[src/rtl/mem_interface_unit.sv]
// mem_interface_unit: word-wide memory access sequencer between the multicycle
// control FSM and a variable-latency request/ready memory bus.
// Latency: accept edge -> mem_req from next cycle; mem_ready edge -> done pulse
// in the following cycle (minimum accept-to-done is 2 edges).
// Backpressure: one access at a time; req_valid is only sampled in IDLE and is
// dropped (not queued) while busy or faulted. A bus that never answers is cut
// off after TIMEOUT cycles with a timeout fault.
//
// Ports:
//   clk, rst               clock, asynchronous active-high reset
//   req_*                  access request from control (valid/fetch/we/addr/wdata)
//   err_clr                clears a sticky fault and returns to IDLE
//   busy, done             access in flight / one-cycle completion pulse
//   err, err_code          sticky fault flag; 01 misaligned, 10 timeout
//   ir, mdr                instruction register / memory data register
//   mem_req/we/addr/wdata  bus request and latched bus command
//   mem_rdata, mem_ready   bus read data and completion
module mem_interface_unit #(
  parameter int ADDR_W  = 32,
  parameter int DATA_W  = 32,
  parameter int TIMEOUT = 15
) (
  input  logic              clk,
  input  logic              rst,
  input  logic              req_valid,
  input  logic              req_fetch,
  input  logic              req_we,
  input  logic [ADDR_W-1:0] req_addr,
  input  logic [DATA_W-1:0] req_wdata,
  input  logic              err_clr,
  output logic              busy,
  output logic              done,
  output logic              err,
  output logic [1:0]        err_code,
  output logic [DATA_W-1:0] ir,
  output logic [DATA_W-1:0] mdr,
  output logic              mem_req,
  output logic              mem_we,
  output logic [ADDR_W-1:0] mem_addr,
  output logic [DATA_W-1:0] mem_wdata,
  input  logic [DATA_W-1:0] mem_rdata,
  input  logic              mem_ready
);

  localparam int CW = $clog2(TIMEOUT + 1);
  // Counter value on the last permitted wait cycle; a miss here times out.
  localparam logic [CW-1:0] LAST_WAIT = CW'(TIMEOUT - 1);

  typedef enum logic [1:0] {
    IDLE   = 2'd0,
    ACCESS = 2'd1,
    ERROR  = 2'd2
  } state_t;

  state_t        state;
  logic          fetch_q;
  logic [CW-1:0] wait_cnt;

  always_ff @(posedge clk or posedge rst) begin
    if (rst) begin
      state     <= IDLE;
      fetch_q   <= 1'b0;
      wait_cnt  <= '0;
      busy      <= 1'b0;
      done      <= 1'b0;
      err       <= 1'b0;
      err_code  <= 2'b00;
      ir        <= '0;
      mdr       <= '0;
      mem_req   <= 1'b0;
      mem_we    <= 1'b0;
      mem_addr  <= '0;
      mem_wdata <= '0;
    end else begin
      done <= 1'b0;
      case (state)
        IDLE: begin
          if (req_valid) begin
            if (req_addr[1:0] != 2'b00) begin
              // Misaligned: fault without touching the bus.
              state    <= ERROR;
              err      <= 1'b1;
              err_code <= 2'b01;
            end else begin
              state     <= ACCESS;
              busy      <= 1'b1;
              mem_req   <= 1'b1;
              mem_addr  <= req_addr;
              mem_wdata <= req_wdata;
              fetch_q   <= req_fetch;
              // A fetch is always a read, whatever req_we says.
              mem_we    <= req_we & ~req_fetch;
              wait_cnt  <= '0;
            end
          end
        end

        ACCESS: begin
          // Ready takes priority over the timeout on the last wait cycle.
          if (mem_ready) begin
            state   <= IDLE;
            busy    <= 1'b0;
            mem_req <= 1'b0;
            mem_we  <= 1'b0;
            done    <= 1'b1;
            if (!mem_we) begin
              if (fetch_q) ir  <= mem_rdata;
              else         mdr <= mem_rdata;
            end
          end else if (wait_cnt == LAST_WAIT) begin
            state    <= ERROR;
            busy     <= 1'b0;
            mem_req  <= 1'b0;
            mem_we   <= 1'b0;
            err      <= 1'b1;
            err_code <= 2'b10;
          end else begin
            wait_cnt <= wait_cnt + 1'b1;
          end
        end

        ERROR: begin
          // Requests and stray mem_ready are ignored until the fault is cleared.
          if (err_clr) begin
            state    <= IDLE;
            err      <= 1'b0;
            err_code <= 2'b00;
          end
        end

        default: state <= IDLE;
      endcase
    end
  end

endmodule

[config.mk]
export PLATFORM = sky130hd
export DESIGN_NAME = mem_interface_unit
export DESIGN_NICKNAME = d
export VERILOG_FILES = /design/src/rtl/mem_interface_unit.sv
export SDC_FILE = /design/constraint.sdc
export NUM_CORES = 1
export LEC_CHECK = 0
export ABC_AREA = 0
export CAP_MARGIN = 20
export CORE_ASPECT_RATIO = 1.4
export CORE_MARGIN = 5
export CORE_UTILIZATION = 45
export DETAILED_ROUTE_END_ITERATION = 8
export GPL_ROUTABILITY_DRIVEN = 0
export PLACE_DENSITY = 0.95
export SYNTH_ARGS = -nofsm -noshare
export SYNTH_HDL_FRONTEND = slang
export SYNTH_SLANG_ARGS = --single-unit
[constraint.sdc]
create_clock -name clk -period 10.5 [get_ports clk]
set_clock_uncertainty 0.05 [all_clocks]
set_input_delay 2.625 -clock clk [delete_from_list [all_inputs] [get_ports clk]]
set_output_delay 2.625 -clock clk [all_outputs]
set_load 0.01 [all_outputs]
==> results.tsv, run 1 <==
stage	metric	value	unit
outcome	status	finished, final reports clean	
synth	Mean Syn Cell Area	15.76	um^2
synth	most common cell in the netlist	dfrtp_1	
global_route	M3 GR Usage	0.08566	
critical_path	Reg2Reg Setup Slack	8.04	ns
floorplan	DIE AREA	14600	um^2
route	first-iteration detailed-routing DRC count	80	
clock_network	Hold Buf Count CTS	0	
clock_network	Clock transition at path regs	0.06	ns
pwr	peak supply drop	0.1744	mV
placement	hpwl dp	10900	um
route	# DRC	0	
pwr	clock network fraction of total power	0.246	
layout	Fillers	789	
synth	largest family of logic cells by synthesized area	multiplexers	
global_route	met1 GRT Util	0.2193	
pwr	sw power	764.3	uW
layout	Syn-to-layout area delta	57.04	%
layout	layout cells sized above 1	0.2756	
floorplan	Chip Width	103.6	um
route	post-route ant nets	0	
clock_network	H-tree Lvls	4	
route	Via-to-Cell Ratio	5.056	
global_route	global-route wire length before repair	23650	um
critical_path	Worst Path Max Fanout	68	
route	DR vias	3822	
synth	synthesized area	5517	um^2
sta	Final min period	4.314	ns
critical_path	worst reg2reg endpoint	mem_addr[31]	
clock_network	Resized cells post-CTS	0	
floorplan	Ports	238	
synth	Area contributors post-synth	dfrtp_1, mux2_2, ha_1	
synth	number of synthesized flops with an enable pin	0	
min_path	Hold Crit Start	ir[15]	
sta	Slew HR	0.3697	
global_route	global route hottest layer	met2	
critical_path	critical path class	in2reg	
critical_path	Crit path arrival time	4.54	ns
synth	Yosys top cell area share	0.6396	
clock_network	CTS tree	done	
global_route	gr usage total	0.2046	
synth	async set-reset flop share out of synthesis	1.000	
pwr	Pleak	3.730	nW
synth	mux cell area share after synthesis	0.2685	
critical_path	Crit path required time	10.73	ns
layout	ant diodes	0	
sta	Tcrit/Tclk final	0.4108	
pwr	Combinational Power Share	0.400	
global_route	vias in the first global route	4437	
critical_path	CP endpoint kind	flop	
floorplan	Vert. Die Dim	141.0	um
placement	dpl cells	725	
sta	final setup vio count	0	
critical_path	CP startpoint kind	input pin	
synth	Synth Area in Compound Gates	0.01542	
synth	Yosys warning total	0	
clock_network	CTS root buf	clkbuf_16	
synth	Post-Synthesis Cells	350	
min_path	WHS Endpoint	ir[15]	
synth	most common library cells after synthesis	dfrtp_1, mux2_2, inv_1	
synth	Synth Net Count	460	
global_route	initial antenna violation count	0	
critical_path	FF-to-FF Start	state[1]	
clock_network	Worst-Skew Late Latency	0.40	ns
placement	IO Port Bufs	237	
layout	final net count	704	
clock_network	clk sinks	141	
layout	Post-Layout Cell Count	756	
synth	simple-gate share of the synthesized area	0.03697	
pwr	switching portion of total power	0.2902	
global_route	Congestion Overflow GR	0	
clock_network	number of CTS-inserted buffers	17	
pwr	Cell Int Power	1.869	mW
sta	Final Hold Viols	0	
synth	ys flop type	dfrtp_1	
route	DR pass1 iterations	4	
sta	Final Max Slew Viols	0	
min_path	Hold Crit Class	reg2reg	
synth	Yosys reg bits	141	
global_route	largest net degree at the start of global routing	78	
sta	Worst-Margin Slew	0.9455	ns
floorplan	starting density of the core	0.4525	
critical_path	r2r worst-path depth	5	
clock_network	clk buf depth	2	
synth	area leader, netlist	dfrtp_1	
floorplan	# rows	48	
run	max cap viols	0	
floorplan	Core ar.	12190	um^2
synth	post-synthesis sequential area ratio	0.6396	
global_route	routing usage on met2	0.3565	
sta	Max Clock Freq	231.8	MHz
route	routed len/inst	19.29	um
clock_network	Post-CTS Setup Inserts	0	
pwr	PD cells	304.0	nW/um^2
synth	Post-Synth Adder-Cell Area	0.01588	
sta	Final TNS setup	0	ns
synth	Synth Area in XOR/XNOR	0	
pwr	Flop pwr share	0.354	
synth	Distinct cells, synth	28	
sta	unrepaired setup endpoints after global routing	false	
route	WL final	14580	um
min_path	hold-critical path depth	1	
==> layout make-up <==
class | count | area (um^2) | area share
clock inverters | 13 | 212.7 | 0.02455
inverters | 9 | 38.79 | 0.004477
repair buffers | 241 | 2402 | 0.2773
multi-input cells | 184 | 1864 | 0.2152
well taps | 150 | 187.7 | 0.02166
clock buffers | 18 | 429.2 | 0.04954
flip-flops and latches | 141 | 3528 | 0.4073
==> stage by stage <==
step | instance area (um^2) | worst slack (ns) | utilization | power (mW) | hold slack, ns
after floorplan | 5517 | 4.044 | - | 1.360 | 0.4740
after global placement | 8021 | 5.902 | 0.6579 | 1.942 | 0.4366
after detailed placement | 8021 | 5.792 | 0.6579 | 2.004 | 0.4444
after CTS | 8663 | 6.222 | 0.7106 | 2.669 | 0.4558
after global routing | 8663 | 6.069 | 0.7106 | 2.777 | 0.4673
final | 8663 | 6.186 | 0.7106 | 2.633 | 0.4528
==> per-layer routing <==
metal | part of all wire | up-vias | wire length, um
met5 | 0 | - | 0
li1 | - | 1723 | -
met1 | 0.36 | 1873 | 5240
met4 | 0.030 | 0 | 432
met3 | 0.086 | 32 | 1259
met2 | 0.52 | 194 | 7649
==> power groups by stage <==
stage | Combinational [mW] | Clock, mW | Sequential, mW
2_1_floorplan | 0.328 | 0 | 1.03
3_3_place_gp | 1.02 | 0 | 0.920
3_5_place_dp | 1.06 | 0 | 0.942
4_1_cts | 1.07 | 0.663 | 0.937
5_1_grt | 1.12 | 0.689 | 0.966
6_report | 1.05 | 0.647 | 0.933
==> worst max-delay path, cell delays in order <==
cell and delay (ns):
clkdlybuf4s50_1 0.45, nor2_1 0.17, and3_2 0.19, buf_4 0.63, mux2_2 0.43
==> flip-flops by register name, summed over array words and instances, names as in the netlist, 2 cells and up <==
| name | cells |
|---|---|
| err_code | 2 |
| ir | 32 |
| mdr | 32 |
| mem_addr | 32 |
| mem_wdata | 32 |
| state | 2 |
| wait_cnt | 4 |
==> worst max path at each step <==
stage	from	end	slack [ns]	depth (start not counted)
2_1_floorplan	rst	done	4.04	1
3_3_place_gp	req_addr[0]	mem_wdata[1]	5.90	5
3_5_place_dp	req_addr[0]	mem_wdata[12]	5.79	5
4_1_cts	req_addr[0]	mem_addr[31]	6.22	5
5_1_grt	rst	mem_addr[18]	6.07	3
6_report	req_addr[0]	mem_addr[31]	6.19	5
==> logic make-up after synthesis <==
group                    Yosys count
adder cells (fa/ha/maj)            7
buffers and inverters             25
multiplexers                     132
AND/OR/NAND/NOR                   34
AO/OA/AOI/OAI                     11
flip-flops                       141
==> layout by cell type (no fill, tap or decap), drive strengths merged, types with 2 or more instances in the layout <==
cell type      netlist  layout
clkbuf               1      18
mux2i                4       4
inv                  9      11
buf                 15       4
nand4b               2       2
mux2               128     128
clkinvlp             0       3
nand2b               3       3
nand2                6       6
bufinv               0       5
clkinv               0       3
and2                 2       2
dfrtp              141     141
nor3b                2       2
ha                   7       7
nand3b               2       2
nand3                6       6
nor2b                3       3
nor2                 4       4
o21ai                6       6
clkdlybuf4s50        0     237
Note: power is estimated with default switching activity, not from simulation.
==> run 2, diff against run 1 <==
--- a/config.mk
+++ b/config.mk
@@ -9,10 +9,10 @@
 export CAP_MARGIN = 20
 export CORE_ASPECT_RATIO = 1.4
 export CORE_MARGIN = 5
-export CORE_UTILIZATION = 45
+export CORE_UTILIZATION = 38
 export DETAILED_ROUTE_END_ITERATION = 8
 export GPL_ROUTABILITY_DRIVEN = 0
-export PLACE_DENSITY = 0.95
+export PLACE_DENSITY = 0.86
 export SYNTH_ARGS = -nofsm -noshare
 export SYNTH_HDL_FRONTEND = slang
 export SYNTH_SLANG_ARGS = --single-unit
==> constraint.sdc (replaced) <==
create_clock -name clk -period 3.5 [get_ports clk]
set_clock_uncertainty 0.05 [all_clocks]
set_input_delay 0.875 -clock clk [delete_from_list [all_inputs] [get_ports clk]]
set_output_delay 0.875 -clock clk [all_outputs]
set_load 0.01 [all_outputs]
==> run 2 against run 1 <==
Clock-buffer cell count unchanged. Register-to-register slack got worse by 6.9 ns. Wire length decreased by 2.0%. Critical path type unchanged. Critical endpoint is now mdr[19].
==> results.tsv, run 2 (synthesized netlist as in run 1, its figures left out) <==
stage	metric	value	unit
outcome	status	finished, final reports clean	
pwr	sw power	2.271	mW
critical_path	worst reg2reg endpoint	mem_wdata[21]	
pwr	Cell Int Power	5.466	mW
global_route	largest net degree at the start of global routing	142	
layout	commonest cells after routing, fill and taps aside	clkdlybuf4s50_1, dfrtp_1, mux2_2, clkbuf_16, inv_1	
clock_network	Clock transition at path regs	0.06	ns
floorplan	Vert. Die Dim	152.6	um
critical_path	Crit path required time	3.74	ns
critical_path	CP max stage cell	clkdlybuf4s50_1	
route	Via-to-Cell Ratio	4.746	
layout	Seq. cell area	3528	um^2
critical_path	top cell family by delay on the critical path	buffers and inverters	
clock_network	Post-CTS Setup Inserts	0	
floorplan	Core ar.	14380	um^2
pwr	switching portion of total power	0.2935	
floorplan	# rows	52	
pwr	peak supply drop	0.4181	mV
clock_network	Worst-Skew Late Latency	0.41	ns
pwr	Combinational Power Share	0.406	
min_path	hold-critical path depth	1	
pwr	clock network fraction of total power	0.235	
route	post-route ant nets	0	
critical_path	Buf+Inv Stages, Crit Path	2	
critical_path	CP endpoint kind	flop	
critical_path	FF-to-FF Start	state[1]	
sta	Final TNS setup	0	ns
layout	Fillers	1120	
layout	ant diodes	0	
floorplan	DIE AREA	17060	um^2
critical_path	Worst Path Max Fanout	32	
layout	layout cells sized above 1	0.2756	
global_route	Congestion Overflow GR	0	
route	routed len/inst	17.98	um
global_route	global-route wire length before repair	23470	um
critical_path	r2r worst-path depth	5	
floorplan	starting density of the core	0.3837	
critical_path	critical path class	in2reg	
layout	multi-input combinational cell area	1864	um^2
clock_network	Resized cells post-CTS	0	
sta	Max Clock Freq	405.4	MHz
clock_network	clk sinks	141	
global_route	gr usage total	0.1719	
min_path	Hold Crit Start	ir[24]	
sta	final setup vio count	0	
floorplan	Ports	238	
min_path	WHS Endpoint	ir[24]	
layout	Post-Layout Cell Count	795	
pwr	Flop pwr share	0.359	
route	DR vias	3773	
route	WL final	14290	um
clock_network	Hold Buf Count CTS	0	
clock_network	CTS root buf	clkbuf_16	
route	DR pass1 iterations	4	
sta	unrepaired setup endpoints after global routing	false	
layout	post-route cell area	8687	um^2
critical_path	CP startpoint kind	input pin	
clock_network	clk buf depth	2	
sta	Final Hold Viols	0	
pwr	PD cells	890.6	nW/um^2
sta	Slew HR	0.5040	
layout	most common cell after layout, fill and taps aside	clkdlybuf4s50_1	
route	# DRC	0	
sta	Final min period	2.467	ns
placement	Placed Area	8094	um^2
min_path	Hold Crit Class	reg2reg	
placement	hpwl dp	10430	um
layout	final net count	704	
global_route	vias in the first global route	4370	
sta	Tcrit/Tclk final	0.7048	
placement	dpl cells	764	
global_route	initial antenna violation count	0	
critical_path	Crit path arrival time	2.71	ns
floorplan	Chip Width	111.8	um
layout	Syn-to-layout area delta	57.47	%
clock_network	H-tree Lvls	4	
critical_path	Reg2Reg Setup Slack	1.16	ns
clock_network	CTS tree	done	
pwr	Pleak	3.717	nW
placement	IO Port Bufs	237	
route	first-iteration detailed-routing DRC count	110	
critical_path	crit-path cells	clkdlybuf4s50_1, and2_1, nor3b_4, buf_4, mux2_2	
clock_network	number of CTS-inserted buffers	17	
critical_path	total stage count of the critical path	5	
run	max cap viols	0	
critical_path	max incr delay on CP	0.52	ns
sta	Final Max Slew Viols	0	
sta	Worst-Margin Slew	0.7440	ns
[run 2: per-layer routing]
metal	vias up	global-route usage	wire length, um
li1	1717	-	-
met2	170	0.3090	7567
met5	-	0	0
met3	27	0.06079	1185
met4	0	0.06667	392
met1	1859	0.1824	5148
[run 2: worst reg2reg max path: stages, from the launching register on]
cell and delay [ns]:
dfrtp_1 0.41, inv_1 0.13, ha_1 0.38, and3_2 0.51
buf_12 0.33, mux2_2 0.41
[run 2: layout make-up]
class | instances | area share
flip-flops and latches | 141 | 0.4062
repair buffers | 241 | 0.2794
multi-input cells | 184 | 0.2146
clock buffers | 18 | 0.04940
well taps | 189 | 0.02722
clock inverters | 13 | 0.01887
inverters | 9 | 0.004321
[run 2: stage by stage]
step	setup WS, ns	power, mW	hold slack, ns	util
after floorplan	0.8119	4.081	0.4740	-
after global placement	0.7081	5.852	0.4337	0.5629
after detailed placement	0.6548	5.985	0.4435	0.5629
after CTS	1.024	7.853	0.4562	0.6042
after global routing	0.9484	8.183	0.4702	0.6042
final	1.033	7.737	0.4514	0.6042
[run 2: how the worst max path moves through the flow]
stage,start,to
6_report,mem_ready,mdr[19]
5_1_grt,mem_ready,mdr[28]
4_1_cts,mem_ready,mdr[1]
3_5_place_dp,req_addr[1],mem_addr[10]
3_3_place_gp,mem_ready,mdr[22]
2_1_floorplan,rst,done
[run 2: power by group through the flow]
| stage | Clock, mW | Sequential (mW) | Combinational [mW] |
|---|---|---|---|
| floorplan | 0 | 3.10 | 0.984 |
| global placement | 0 | 2.75 | 3.10 |
| detailed placement | 0 | 2.81 | 3.18 |
| CTS | 1.86 | 2.79 | 3.20 |
| global route | 1.94 | 2.88 | 3.36 |
| finish | 1.81 | 2.78 | 3.14 |
